File: src/rtl/postbox_lcd_top.sv
// POST-port display adapter: decodes testreq pulse groups, acks OUTPUT, receives bytes and
// writes each to an HD44780 LCD (4-bit data + RS) with a single E strobe.
module postbox_lcd_top #(
    parameter int BREAK_CYCLES = 144,
    parameter int SETUP_CYCLES = 2,
    parameter int E_CYCLES     = 6,
    parameter int HOLD_CYCLES  = 2
) (
    input  logic DIL_1_GCK,
    input  logic rst,
    input  logic DIL_2_GCK,
    output logic DIL_3,
    output logic DIL_27,
    output logic DIL_26,
    output logic DIL_25,
    output logic DIL_24,
    output logic DIL_23,
    output logic DIL_22
);

    localparam int LW = $clog2(BREAK_CYCLES + 1);
    localparam int TW = 8;

    typedef enum logic {IDLE, RXBYTE} pstate_t;
    typedef enum logic [1:0] {L_IDLE, L_SETUP, L_EHIGH, L_HOLD} lstate_t;

    logic          req_m_q, req_s_q, req_p_q;
    logic [LW-1:0] low_q;
    logic [3:0]    pcnt_q;
    pstate_t       pst_q;
    logic [2:0]    bcnt_q;
    logic [7:0]    shift_q, byte_q;
    logic          pending_q, inp_req_q, ack_q;
    lstate_t       lst_q;
    logic [TW-1:0] tmr_q;
    logic [3:0]    dat_q;
    logic          rs_q, e_q;

    logic req_rise, group_end, rx_bit;
    logic [7:0] shift_d;

    assign req_rise  = req_s_q & ~req_p_q;
    assign group_end = ~req_s_q && (low_q == LW'(BREAK_CYCLES - 1)) && (pcnt_q != 4'd0);
    assign rx_bit    = (pcnt_q == 4'd2);
    assign shift_d   = {shift_q[6:0], rx_bit};

    always_ff @(posedge DIL_1_GCK) begin
        if (rst) begin
            req_m_q   <= 1'b0;
            req_s_q   <= 1'b0;
            req_p_q   <= 1'b0;
            low_q     <= '0;
            pcnt_q    <= 4'd0;
            pst_q     <= IDLE;
            bcnt_q    <= 3'd0;
            shift_q   <= 8'd0;
            byte_q    <= 8'd0;
            pending_q <= 1'b0;
            inp_req_q <= 1'b0;
            ack_q     <= 1'b0;
            lst_q     <= L_IDLE;
            tmr_q     <= '0;
            dat_q     <= 4'd0;
            rs_q      <= 1'b0;
            e_q       <= 1'b0;
        end else begin
            req_m_q <= DIL_2_GCK;
            req_s_q <= req_m_q;
            req_p_q <= req_s_q;

            if (req_s_q) begin
                low_q <= '0;
            end else if (low_q != LW'(BREAK_CYCLES)) begin
                low_q <= low_q + 1'b1;
            end

            if (group_end) begin
                pcnt_q <= 4'd0;
            end else if (req_rise && pcnt_q != 4'd15) begin
                pcnt_q <= pcnt_q + 4'd1;
            end

            // LCD sequencer comes first so protocol updates to pending/inp_req win on the same clock
            case (lst_q)
                L_IDLE: begin
                    if (inp_req_q) begin
                        inp_req_q <= 1'b0;
                        if (pending_q) begin
                            pending_q <= 1'b0;
                            dat_q     <= byte_q[7:4];
                            rs_q      <= byte_q[3];
                            tmr_q     <= '0;
                            lst_q     <= L_SETUP;
                        end
                    end
                end
                L_SETUP: begin
                    tmr_q <= tmr_q + 1'b1;
                    if (tmr_q == TW'(SETUP_CYCLES - 1)) begin
                        e_q   <= 1'b1;
                        tmr_q <= '0;
                        lst_q <= L_EHIGH;
                    end
                end
                L_EHIGH: begin
                    tmr_q <= tmr_q + 1'b1;
                    if (tmr_q == TW'(E_CYCLES - 1)) begin
                        e_q   <= 1'b0;
                        tmr_q <= '0;
                        lst_q <= L_HOLD;
                    end
                end
                default: begin
                    tmr_q <= tmr_q + 1'b1;
                    if (tmr_q == TW'(HOLD_CYCLES - 1)) begin
                        tmr_q <= '0;
                        lst_q <= L_IDLE;
                    end
                end
            endcase

            if (req_rise) begin
                ack_q <= 1'b0;
            end

            if (group_end) begin
                ack_q <= (pcnt_q == 4'd3);
                case (pcnt_q)
                    4'd4: begin
                        pst_q     <= IDLE;
                        bcnt_q    <= 3'd0;
                        pending_q <= 1'b0;
                        inp_req_q <= 1'b0;
                    end
                    4'd3: begin
                        pst_q  <= RXBYTE;
                        bcnt_q <= 3'd0;
                    end
                    4'd14: inp_req_q <= 1'b1;
                    4'd1, 4'd2: begin
                        if (pst_q == RXBYTE) begin
                            shift_q <= shift_d;
                            bcnt_q  <= bcnt_q + 3'd1;
                            if (bcnt_q == 3'd7) begin
                                byte_q    <= shift_d;
                                pending_q <= 1'b1;
                                pst_q     <= IDLE;
                            end
                        end
                    end
                    default: ;
                endcase
            end
        end
    end

    assign DIL_3  = ack_q;
    assign DIL_27 = dat_q[3];
    assign DIL_26 = dat_q[2];
    assign DIL_25 = dat_q[1];
    assign DIL_24 = dat_q[0];
    assign DIL_23 = rs_q;
    assign DIL_22 = e_q;

endmodule

File: config.mk
export PLATFORM = sky130hd
export DESIGN_NAME = postbox_lcd_top
export DESIGN_NICKNAME = d
export VERILOG_FILES = /design/src/rtl/postbox_lcd_top.sv
export SDC_FILE = /design/constraint.sdc
export NUM_CORES = 1
export LEC_CHECK = 0
export ABC_AREA = 1
export BUFFER_PORTS_ARGS = -buffer_cell sky130_fd_sc_hd__buf_2
export CAP_MARGIN = 20
export CORE_ASPECT_RATIO = 0.5
export CORE_UTILIZATION = 63
export CTS_BUF_LIST = sky130_fd_sc_hd__clkbuf_4 sky130_fd_sc_hd__clkbuf_8
export DETAILED_ROUTE_END_ITERATION = 8
export HOLD_SLACK_MARGIN = 0.15
export PLACE_DENSITY = 0.81
export SYNTH_ARGS = -nofsm -noshare
export SYNTH_HDL_FRONTEND = slang
export SYNTH_SLANG_ARGS = --single-unit
File: constraint.sdc
create_clock -name DIL_1_GCK -period 1.9 [get_ports DIL_1_GCK]
set_input_delay 0.285 -clock DIL_1_GCK [delete_from_list [all_inputs] [get_ports DIL_1_GCK]]
set_output_delay 0.285 -clock DIL_1_GCK [all_outputs]
set_load 0.05 [all_outputs]
==> results of run 1 <==
-- critical path: stages (launching register included) --
cell and delay [ps]:
dfxtp_1 360, inv_1 120, ha_1 200, inv_1 50
nand2_1 70, nand2_1 130, nor2_4 260, nand2_4 110
o21ai_0 190, nor2_1 50
-- logic make-up after synthesis --
| family | synth area share |
|---|---|
| DFF | 0.4022 |
| adders and majority gates | 0.06536 |
| buffers and inverters | 0.1136 |
| xor gates and xnor gates | 0.01760 |
| AOI/OAI and AO/OA | 0.09553 |
| and+or+nand+nor | 0.3057 |
-- per-layer routing --
metal,GRT usage,wire length (um)
met1,0.2791,2290
met2,0.4348,2022
met3,0.06436,131
met4,0.05714,24
met5,0,0
-- worst paths after layout --
path / from / endpoint / slack, ps / cells past startpoint
worst min register to register: req_m_q / req_s_q / 410 / 2
worst max register to register: pcnt_q[0] / shift_q[4] / 260 / 9
worst max-delay path: pcnt_q[0] / shift_q[4] / 260 / 9
worst min-delay path: DIL_2_GCK / req_m_q / 180 / 3
-- area by class of cell --
| class | count | area (um^2) |
|---|---|---|
| Multi-Input combinational cell | 237 | 1205 |
| Timing Repair Buffer | 13 | 75.07 |
| Clock inverter | 1 | 30.03 |
| Inverter | 67 | 252.7 |
| Fill cell | 305 | 892.1 |
| Tap cell | 51 | 63.81 |
| Clock buffer | 7 | 83.83 |
| Sequential cell | 50 | 1001 |
-- through the flow --
stage / total power, mW / hold slack, ps / area (um^2) / utilization / instances
final: 2.212 / 184.2 / 2711 / 0.7524 / 426
after global routing: 2.318 / 189.7 / 2711 / 0.7524 / 426
after CTS: 2.220 / 182.3 / 2711 / 0.7524 / 426
after detailed placement: 1.469 / 403.7 / 2597 / 0.7208 / 418
after global placement: 1.454 / 396.7 / 2597 / 0.7208 / 418
after floorplan: 1.392 / 388.3 / 2489 / - / 359
-- registers in the layout (all words and copies together), names as in the netlist --
name       cells
DIL_22         1
DIL_23         1
DIL_3          1
bcnt_q         3
byte_q         5
dat_q          4
inp_req_q      1
low_q          8
lst_q          2
pcnt_q         4
pending_q      1
pst_q          1
req_m_q        1
req_p_q        1
req_s_q        1
shift_q        7
tmr_q          8
-- placed cells by master (no fill, tap or decap) --
cell type / synthesis / layout
o21ai_1: 1 / 1
or2_2: 1 / 1
nor3_1: 2 / 2
a21oi_1: 22 / 22
nand3_1: 20 / 20
nor4b_1: 1 / 1
ha_1: 13 / 13
buf_4: 1 / 4
o21bai_1: 1 / 1
nand3b_1: 2 / 2
nand3_4: 1 / 1
buf_2: 0 / 9
nand2_2: 2 / 2
nor2_1: 58 / 58
clkinv_2: 1 / 1
nand2_4: 1 / 1
nand4_1: 8 / 8
inv_1: 66 / 66
xnor2_1: 1 / 1
nand3_2: 1 / 1
bufinv_16: 0 / 1
nor2_4: 2 / 2
o21ai_0: 23 / 23
nor2_2: 2 / 2
dfxtp_1: 50 / 50
clkbuf_8: 0 / 5
xor2_1: 4 / 4
nand2_1: 71 / 71
clkbuf_4: 0 / 2
-- power groups by stage --
stage | clock (mW) | combinational, mW | sequential [mW]
2_1_floorplan | 0 | 0.233 | 1.16
3_3_place_gp | 0 | 0.322 | 1.13
3_5_place_dp | 0 | 0.333 | 1.14
4_1_cts | 0.772 | 0.337 | 1.11
5_1_grt | 0.809 | 0.389 | 1.12
6_report | 0.761 | 0.339 | 1.11
==> flow_metrics.env, run 1 <==
export IMPL_die_width_um=90.89
export IMPL_vias=2099
export IMPL_grt_pass1_vias=1904
export IMPL_drv_cap=0
export IMPL_syn_nets=375
export IMPL_post_drt_wl_per_cell_um=10.49
export IMPL_final_setup_worst_slack_ps=261.2
export IMPL_grt_use_total=0.2337
export IMPL_power_density_nw_per_um2=815.7
export IMPL_fin_crit_ps=1639
export IMPL_via_per_inst=4.927
export IMPL_hold_viol_final=0
export IMPL_cp_start_kind="register"
export IMPL_status="complete, no violations"
export IMPL_fin_skew_ps=6.648
export IMPL_grt_max_degree=22
export IMPL_crit_arrival_ps=1840
export IMPL_synth_area_um2=2489
export IMPL_cts_htree_levels=2
export IMPL_clk_path_buf_depth=2
export IMPL_synthTopCellsByArea="dfxtp_1, nand2_1, inv_1"
export IMPL_die_area_um2=4221
export IMPL_clock_sinks=50
export IMPL_synthFlopType="dfxtp_1"
export IMPL_finalSetupViolCount=0
export IMPL_core_area_um2=3603
export IMPL_dp_hpwl_um=3356
export IMPL_io_pins=10
export IMPL_fmax_mhz=610.2
export IMPL_root_buffer="clkbuf_8"
export IMPL_gp_congestion=0.8246
export IMPL_post_place_ws_ps=273.5
export IMPL_slew_viol_final=0
export IMPL_initial_core_util=0.6906
export IMPL_worst_pin_slew_ps=362.8
export IMPL_p_leak_nw=1.156
export IMPL_synth_commonest_cells="nand2_1, inv_1, nor2_1, dfxtp_1, o21ai_0"
export IMPL_final_layout_size_suffix_gt1_frac=0.08533
export IMPL_synth_area_leader_cell="dfxtp_1"
export IMPL_drtIter0Drc=37
export IMPL_area_growth_pct=8.949
export IMPL_final_nets=390
export IMPL_io_buffers=9
export IMPL_fin_setup_tns_ps=0
export IMPL_hp_class="in -> reg"
export IMPL_cp_required_ps=2100
export IMPL_path_clk_slew_ps=90
export IMPL_netlist_instances=359
export IMPL_diodes=0
export IMPL_ys_types=28
export IMPL_grt_overflow=0
export IMPL_cts_inserted_buffers=5
export IMPL_route_detailed_drc=0
export IMPL_clk_latency_ps=300
export IMPL_cp_max_fo=8
export IMPL_cts_hold_buf=0
export IMPL_power_switching_uw=597.6
export IMPL_sequentialPowerShare=0.503
export IMPL_antenna_left=0
export IMPL_drt_first_pass_iters=4
export IMPL_min_period_over_period=0.8625
export IMPL_cts_resized_gates=0
export IMPL_peakVddDrop_mv=0.5064
export IMPL_critical_path_class="reg -> reg"
export IMPL_relSlewSlack=0.7575
export IMPL_die_h_um=46.44
export IMPL_p_comb_frac=0.153
export IMPL_core_rowCount=15
export IMPL_wl_um=4469
export IMPL_syn_avg_cell_area_um2=6.932
export IMPL_end_kind="register"
export IMPL_ys_seq_area_frac=0.4022
export IMPL_switching_share=0.2702
export IMPL_internal_power_mw=1.614
export IMPL_synthDominantCellAreaShare=0.4022
export IMPL_antenna_found_initial=0
export IMPL_async_reset_ff_frac=0
export IMPL_rsz0062_at_grt="no"
export IMPL_tritoncts="done"
export IMPL_synth_seq_cells=50
export IMPL_yosysWarnings=0
export IMPL_yosysMostFrequentCell="nand2_1"
export IMPL_grt_pass1_wl_um=7665
export IMPL_p_clk_frac=0.344
export IMPL_post_cts_buffers=0
export IMPL_synth_edff_count=0
Note: power is estimated with default switching activity, not from simulation.
==> run 2, diff against run 1 <==
- REMOVE_ABC_BUFFERS: default -> 1
==> run 2 against run 1 <==
Total power hardly changed. Largest power group unchanged. Critical endpoint is now bcnt_q[1]. Highest routed layer unchanged. Largest cell class unchanged. Cell area stayed put. Global-route usage is 0.96 points higher. Combinational power is 4% higher. Cell count stayed put.
==> flow_metrics.env, run 2 (synthesized netlist as in run 1, its figures left out) <==
export IMPL_gr_usage_met3=0.05611
export IMPL_grt_max_degree=17
export IMPL_tritoncts="done"
export IMPL_route_detailed_drc=0
export IMPL_final_cell_mix="nand2_1, inv_1, nor2_1"
export IMPL_fmax_mhz=590.6
export IMPL_grt_busiest_layer="met2"
export IMPL_layoutNonFillerInstCount=426
export IMPL_fin_setup_tns_ps=0
export IMPL_cpMostUsedCell="nand2_1"
export IMPL_grt_pass1_vias=1925
export IMPL_peakVddDrop_mv=0.4899
export IMPL_via_per_inst=5.002
export IMPL_cts_htree_levels=2
export IMPL_root_buffer="clkbuf_8"
export IMPL_clock_sinks=50
export IMPL_final_nets=390
export IMPL_die_area_um2=4221
export IMPL_die_width_um=90.89
export IMPL_antenna_left=0
export IMPL_grt_pass1_wl_um=7983
export IMPL_post_drt_wl_per_cell_um=11.10
export IMPL_gp_congestion=0.8686
export IMPL_vias=2131
export IMPL_power_density_nw_per_um2=815.5
export IMPL_io_pins=10
export IMPL_grt_overflow=0
export IMPL_critical_path_buf_inv_count=3
export IMPL_hold_viol_final=0
export IMPL_p_leak_nw=1.152
export IMPL_end_kind="register"
export IMPL_finalSetupViolCount=0
export IMPL_rr_startpoint="pcnt_q[0]"
export IMPL_path_clk_slew_ps=90
export IMPL_fin_skew_ps=7.833
export IMPL_drv_cap=0
export IMPL_cts_resized_gates=0
export IMPL_power_total_mw=2.211
export IMPL_use_met2=0.4621
export IMPL_post_cts_buffers=0
export IMPL_crit_arrival_ps=1920
export IMPL_die_h_um=46.44
export IMPL_cp_start_kind="register"
export IMPL_cts_hold_buf=0
export IMPL_r2r_slack_ps=210
export IMPL_layout_commonest_cell="nand2_1"
export IMPL_critical_path_top_delay_family="simple AND/OR/NAND/NOR gates"
export IMPL_crit_chain="inv_1 -> ha_1 -> inv_1 -> nand2_1 -> nand2_1 -> nand3_1 -> nand2_1 -> inv_1 -> nand2_1 -> nand2_1 -> a21oi_1"
export IMPL_final_setup_worst_slack_ps=206.7
export IMPL_whs_path_depth=3
export IMPL_critical_path_class="reg -> reg"
export IMPL_cp_max_fo=5
export IMPL_cts_inserted_buffers=5
export IMPL_slew_viol_final=0
export IMPL_dp_hpwl_um=3534
export IMPL_antenna_found_initial=0
export IMPL_grt_use_total=0.2433
export IMPL_initial_core_util=0.6906
export IMPL_reg2reg_depth=11
export IMPL_final_layout_size_suffix_gt1_frac=0.08533
export IMPL_clk_latency_ps=300
export IMPL_core_area_um2=3603
export IMPL_clk_path_buf_depth=2
export IMPL_fin_crit_ps=1693
export IMPL_core_rowCount=15
export IMPL_post_place_ws_ps=256.1
export IMPL_hp_class="in -> reg"
export IMPL_crit_slowest_cell="dfxtp_1"
export IMPL_r2r_end="bcnt_q[1]"
export IMPL_place_inst=418
export IMPL_worst_pin_slew_ps=466.0
export IMPL_grt_util_met1=0.2916
export IMPL_drtIter0Drc=97
export IMPL_hold_path_startpoint="DIL_2_GCK"
export IMPL_relSlewSlack=0.6890
export IMPL_wl_um=4727
export IMPL_min_period_over_period=0.8912
export IMPL_status="complete, no violations"
export IMPL_cp_required_ps=2130
export IMPL_area_growth_pct=8.949
export IMPL_io_buffers=9
export IMPL_holdPathEnd="req_m_q"
export IMPL_drt_first_pass_iters=4
export IMPL_diodes=0
export IMPL_critPathMaxStageDelay_ps=410
export IMPL_reg_top3="low_q (8), tmr_q (8), shift_q (7)"
export IMPL_rsz0062_at_grt="no"
==> run 2: cell count changes in the layout (fill, tap and decap cells not counted), sizes merged <==
| cell | previous run | this run |
|---|---|---|
| clkinvlp | 0 | 1 |
| clkbuf | 7 | 6 |
==> run 2: worst reg2reg max path: cells and delay by family (launching register included) <==
kind | cells | cell delay, ps
compound gates | 1 | 110
buf+inv | 3 | 220
fa+ha+maj | 1 | 240
simple gates | 6 | 640
flops | 1 | 410
==> run 2: final cells by class <==
class / instances / area [um^2]
inverter: 67 / 252.7
tap: 51 / 63.81
multi-input combinational: 237 / 1205
clock buffer: 6 / 76.32
clock inverter: 2 / 37.54
fill: 300 / 892.1
sequential: 50 / 1001
timing repair buffer: 13 / 75.07
==> run 2: worst max path at each step <==
stage | start | endpoint | slack, ps | cells after the start
CTS | pcnt_q[0] | bcnt_q[1] | 220 | 11
global placement | pcnt_q[0] | bcnt_q[1] | 360 | 11
global route | pcnt_q[0] | bcnt_q[1] | 3 | 11
floorplan | pcnt_q[0] | shift_q[1] | 330 | 8
detailed placement | pcnt_q[0] | bcnt_q[1] | 260 | 11
finish | pcnt_q[0] | bcnt_q[1] | 210 | 11
==> run 2: per-stage QoR <==
stage / hold WS (ps) / utilization / area (um^2)
final: 188.0 / 0.7524 / 2711
after global routing: 177.1 / 0.7524 / 2711
after CTS: 183.3 / 0.7524 / 2711
after detailed placement: 404.9 / 0.7208 / 2597
after global placement: 399.7 / 0.7208 / 2597
after floorplan: 354.1 / - / 2459
==> run 2: where the power goes <==
part | leakage, nW | internal, mW | switching (mW)
clock network | 0.0548 | 0.407 | 0.342
logic | 0.693 | 0.109 | 0.243
registers | 0.404 | 1.08 | 0.0269
total | 1.15 | 1.60 | 0.611
==> run 2: metal layers <==
metal,wire [um],share of wire,up-vias
li1,-,-,1140
met1,2387,0.50,960
met2,2154,0.46,26
met3,160,0.034,5
met4,24,0.0051,0
met5,0,0,-
==> run 3, diff against run 2 <==
--- a/config.mk
+++ b/config.mk
@@ -16,3 +16,2 @@
 export PLACE_DENSITY = 0.81
-export REMOVE_ABC_BUFFERS = 1
 export SYNTH_ARGS = -nofsm -noshare
==> constraint.sdc (replaced) <==
create_clock -name DIL_1_GCK -period 1.9 [get_ports DIL_1_GCK]
set_input_delay 0.095 -clock DIL_1_GCK [delete_from_list [all_inputs] [get_ports DIL_1_GCK]]
set_output_delay 0.095 -clock DIL_1_GCK [all_outputs]
set_load 0.05 [all_outputs]
==> run 3 against run 2 <==
Clock power grew 2%. Clock skew is essentially flat. Fmax grew 3.3%. Register-to-register slack gained 50 ps. Critical path depth shrank 2. Global-route usage shrank 0.81 points. Cell area grew 1.1%. Sequential cell count is the same. Hold slack gained 230 ps. Combinational power shrank 3%. Largest power group unchanged.
==> flow_metrics.env, run 3 (synthesized netlist as in run 1, its figures left out) <==
export IMPL_rr_startpoint="pcnt_q[0]"
export IMPL_diodes=0
export IMPL_crit_slowest_cell="dfxtp_1"
export IMPL_reg_top3="low_q (8), tmr_q (8), shift_q (7)"
export IMPL_peakVddDrop_mv=0.5070
export IMPL_io_buffers=9
export IMPL_cp_required_ps=2100
export IMPL_hold_path_startpoint="req_m_q"
export IMPL_root_buffer="clkbuf_8"
export IMPL_final_cell_mix="nand2_1, inv_1, nor2_1"
export IMPL_clock_sinks=50
export IMPL_critical_path_class="reg -> reg"
export IMPL_final_layout_size_suffix_gt1_frac=0.08466
export IMPL_core_rowCount=15
export IMPL_reg2reg_depth=9
export IMPL_sequentialPowerShare=0.502
export IMPL_internal_power_mw=1.618
export IMPL_post_route_util=0.7608
export IMPL_multi_input_area_um2=1205
export IMPL_layout_commonest_cell="nand2_1"
export IMPL_grt_overflow=0
export IMPL_fin_setup_tns_ps=0
export IMPL_slew_viol_final=0
export IMPL_fillCellCount=302
export IMPL_min_period_over_period=0.8627
export IMPL_grt_pass1_vias=1913
export IMPL_holdPathEnd="req_s_q"
export IMPL_critPathLaunch="pcnt_q[0]"
export IMPL_finalSetupViolCount=0
export IMPL_switching_share=0.2703
export IMPL_final_nets=393
export IMPL_p_leak_nw=1.170
export IMPL_vias=2115
export IMPL_fin_crit_ps=1639
export IMPL_rsz0062_at_grt="no"
export IMPL_clk_latency_ps=300
export IMPL_route_detailed_drc=0
export IMPL_path_clk_slew_ps=90
export IMPL_worst_pin_slew_ps=350.9
export IMPL_fin_skew_ps=7.927
export IMPL_die_h_um=46.44
export IMPL_end_kind="register"
export IMPL_wl_um=4514
export IMPL_p_comb_frac=0.155
export IMPL_whs_path_depth=2
export IMPL_cp_start_kind="register"
export IMPL_post_drt_wl_per_cell_um=10.52
export IMPL_fmax_mhz=610.1
export IMPL_die_width_um=90.89
export IMPL_crit_arrival_ps=1840
export IMPL_power_switching_uw=599.3
export IMPL_drt_first_pass_iters=4
export IMPL_antenna_found_initial=0
export IMPL_area_growth_pct=10.16
export IMPL_cts_inserted_buffers=5
export IMPL_hold_viol_final=0
export IMPL_drv_cap=0
export IMPL_grt_max_degree=22
export IMPL_hp_class="reg -> reg"
export IMPL_r2r_end="shift_q[4]"
export IMPL_die_area_um2=4221
export IMPL_grt_pass1_wl_um=7707
export IMPL_core_area_um2=3603
export IMPL_drtIter0Drc=42
export IMPL_tritoncts="done"
export IMPL_cp_max_fo=8
export IMPL_io_pins=10
export IMPL_gp_congestion=0.8246
export IMPL_dp_hpwl_um=3356
export IMPL_initial_core_util=0.6906
export IMPL_p_clk_frac=0.344
export IMPL_power_density_nw_per_um2=808.8
export IMPL_via_per_inst=4.930
export IMPL_cts_resized_gates=0
export IMPL_regArea_um2=1001
export IMPL_antenna_left=0
export IMPL_relSlewSlack=0.7654
export IMPL_crit_chain="inv_1 -> ha_1 -> inv_1 -> nand2_1 -> nand2_1 -> nor2_4 -> nand2_4 -> o21ai_0 -> nor2_1"
export IMPL_grt_use_total=0.2352
export IMPL_status="complete, no violations"
export IMPL_clk_path_buf_depth=2
export IMPL_r2r_slack_ps=260
export IMPL_critPathMaxStageDelay_ps=360
export IMPL_cts_htree_levels=2
run 3: changes by cell type in the layout (fill, tap and decap cells not counted), sizes merged:
| cell | before | now |
|---|---|---|
| clkbuf | 6 | 7 |
| dlygate4sd3 | 0 | 3 |
| clkinvlp | 1 | 0 |
run 3: cell type report:
cell class              count  share of cell area
inverters                  67             0.09220
multi-input cells         237              0.4395
clock buffers               7             0.03058
well taps                  51             0.02328
clock inverters             1             0.01095
repair buffers             16             0.03834
flip-flops and latches     50              0.3651
run 3: through the flow:
stage	power [mW]	hold WS (ps)	worst slack [ps]	instance area (um^2)	cells
6_report	2.217	414.1	260.8	2741	429
3_3_place_gp	1.454	298.8	338.4	2597	418
3_5_place_dp	1.469	308.7	273.5	2597	418
4_1_cts	2.225	416.7	251.7	2741	429
5_1_grt	2.323	464.9	58.10	2741	429
2_1_floorplan	1.392	202.0	446.8	2489	359
run 3: how the worst max path moves through the flow:
stage | end | slack, ps
2_1_floorplan | bcnt_q[1] | 450
3_3_place_gp | bcnt_q[1] | 340
3_5_place_dp | bcnt_q[2] | 270
4_1_cts | shift_q[4] | 250
5_1_grt | bcnt_q[2] | 60
6_report | shift_q[4] | 260
run 3: critical path, delay by kind of cell, from the launching register on:
family / cells / cell delay, ps
flops: 1 / 360
compound gates: 1 / 190
simple gates: 5 / 620
fa+ha+maj: 1 / 200
buf+inv: 2 / 170
run 3: routing by layer:
metal / global-route usage / share of wire / up-vias / wire length [um]
met2: 0.4409 / 0.45 / 25 / 2042
met1: 0.2791 / 0.51 / 941 / 2303
met4: 0.05714 / 0.0053 / 0 / 24
li1: - / - / 1145 / -
met5: 0 / 0 / - / 0
met3: 0.06436 / 0.032 / 4 / 143
run 3: power groups by stage:
stage / combinational (mW) / clock [mW] / sequential [mW]
after floorplan: 0.233 / 0 / 1.16
after global placement: 0.322 / 0 / 1.13
after detailed placement: 0.333 / 0 / 1.14
after CTS: 0.341 / 0.772 / 1.11
after global routing: 0.394 / 0.809 / 1.12
final: 0.343 / 0.762 / 1.11
run 3: timing repair:
action	4_1_cts	5_1_grt
hold buffers	3	0
hold endpoints to repair	10	0
setup buffers	0	0
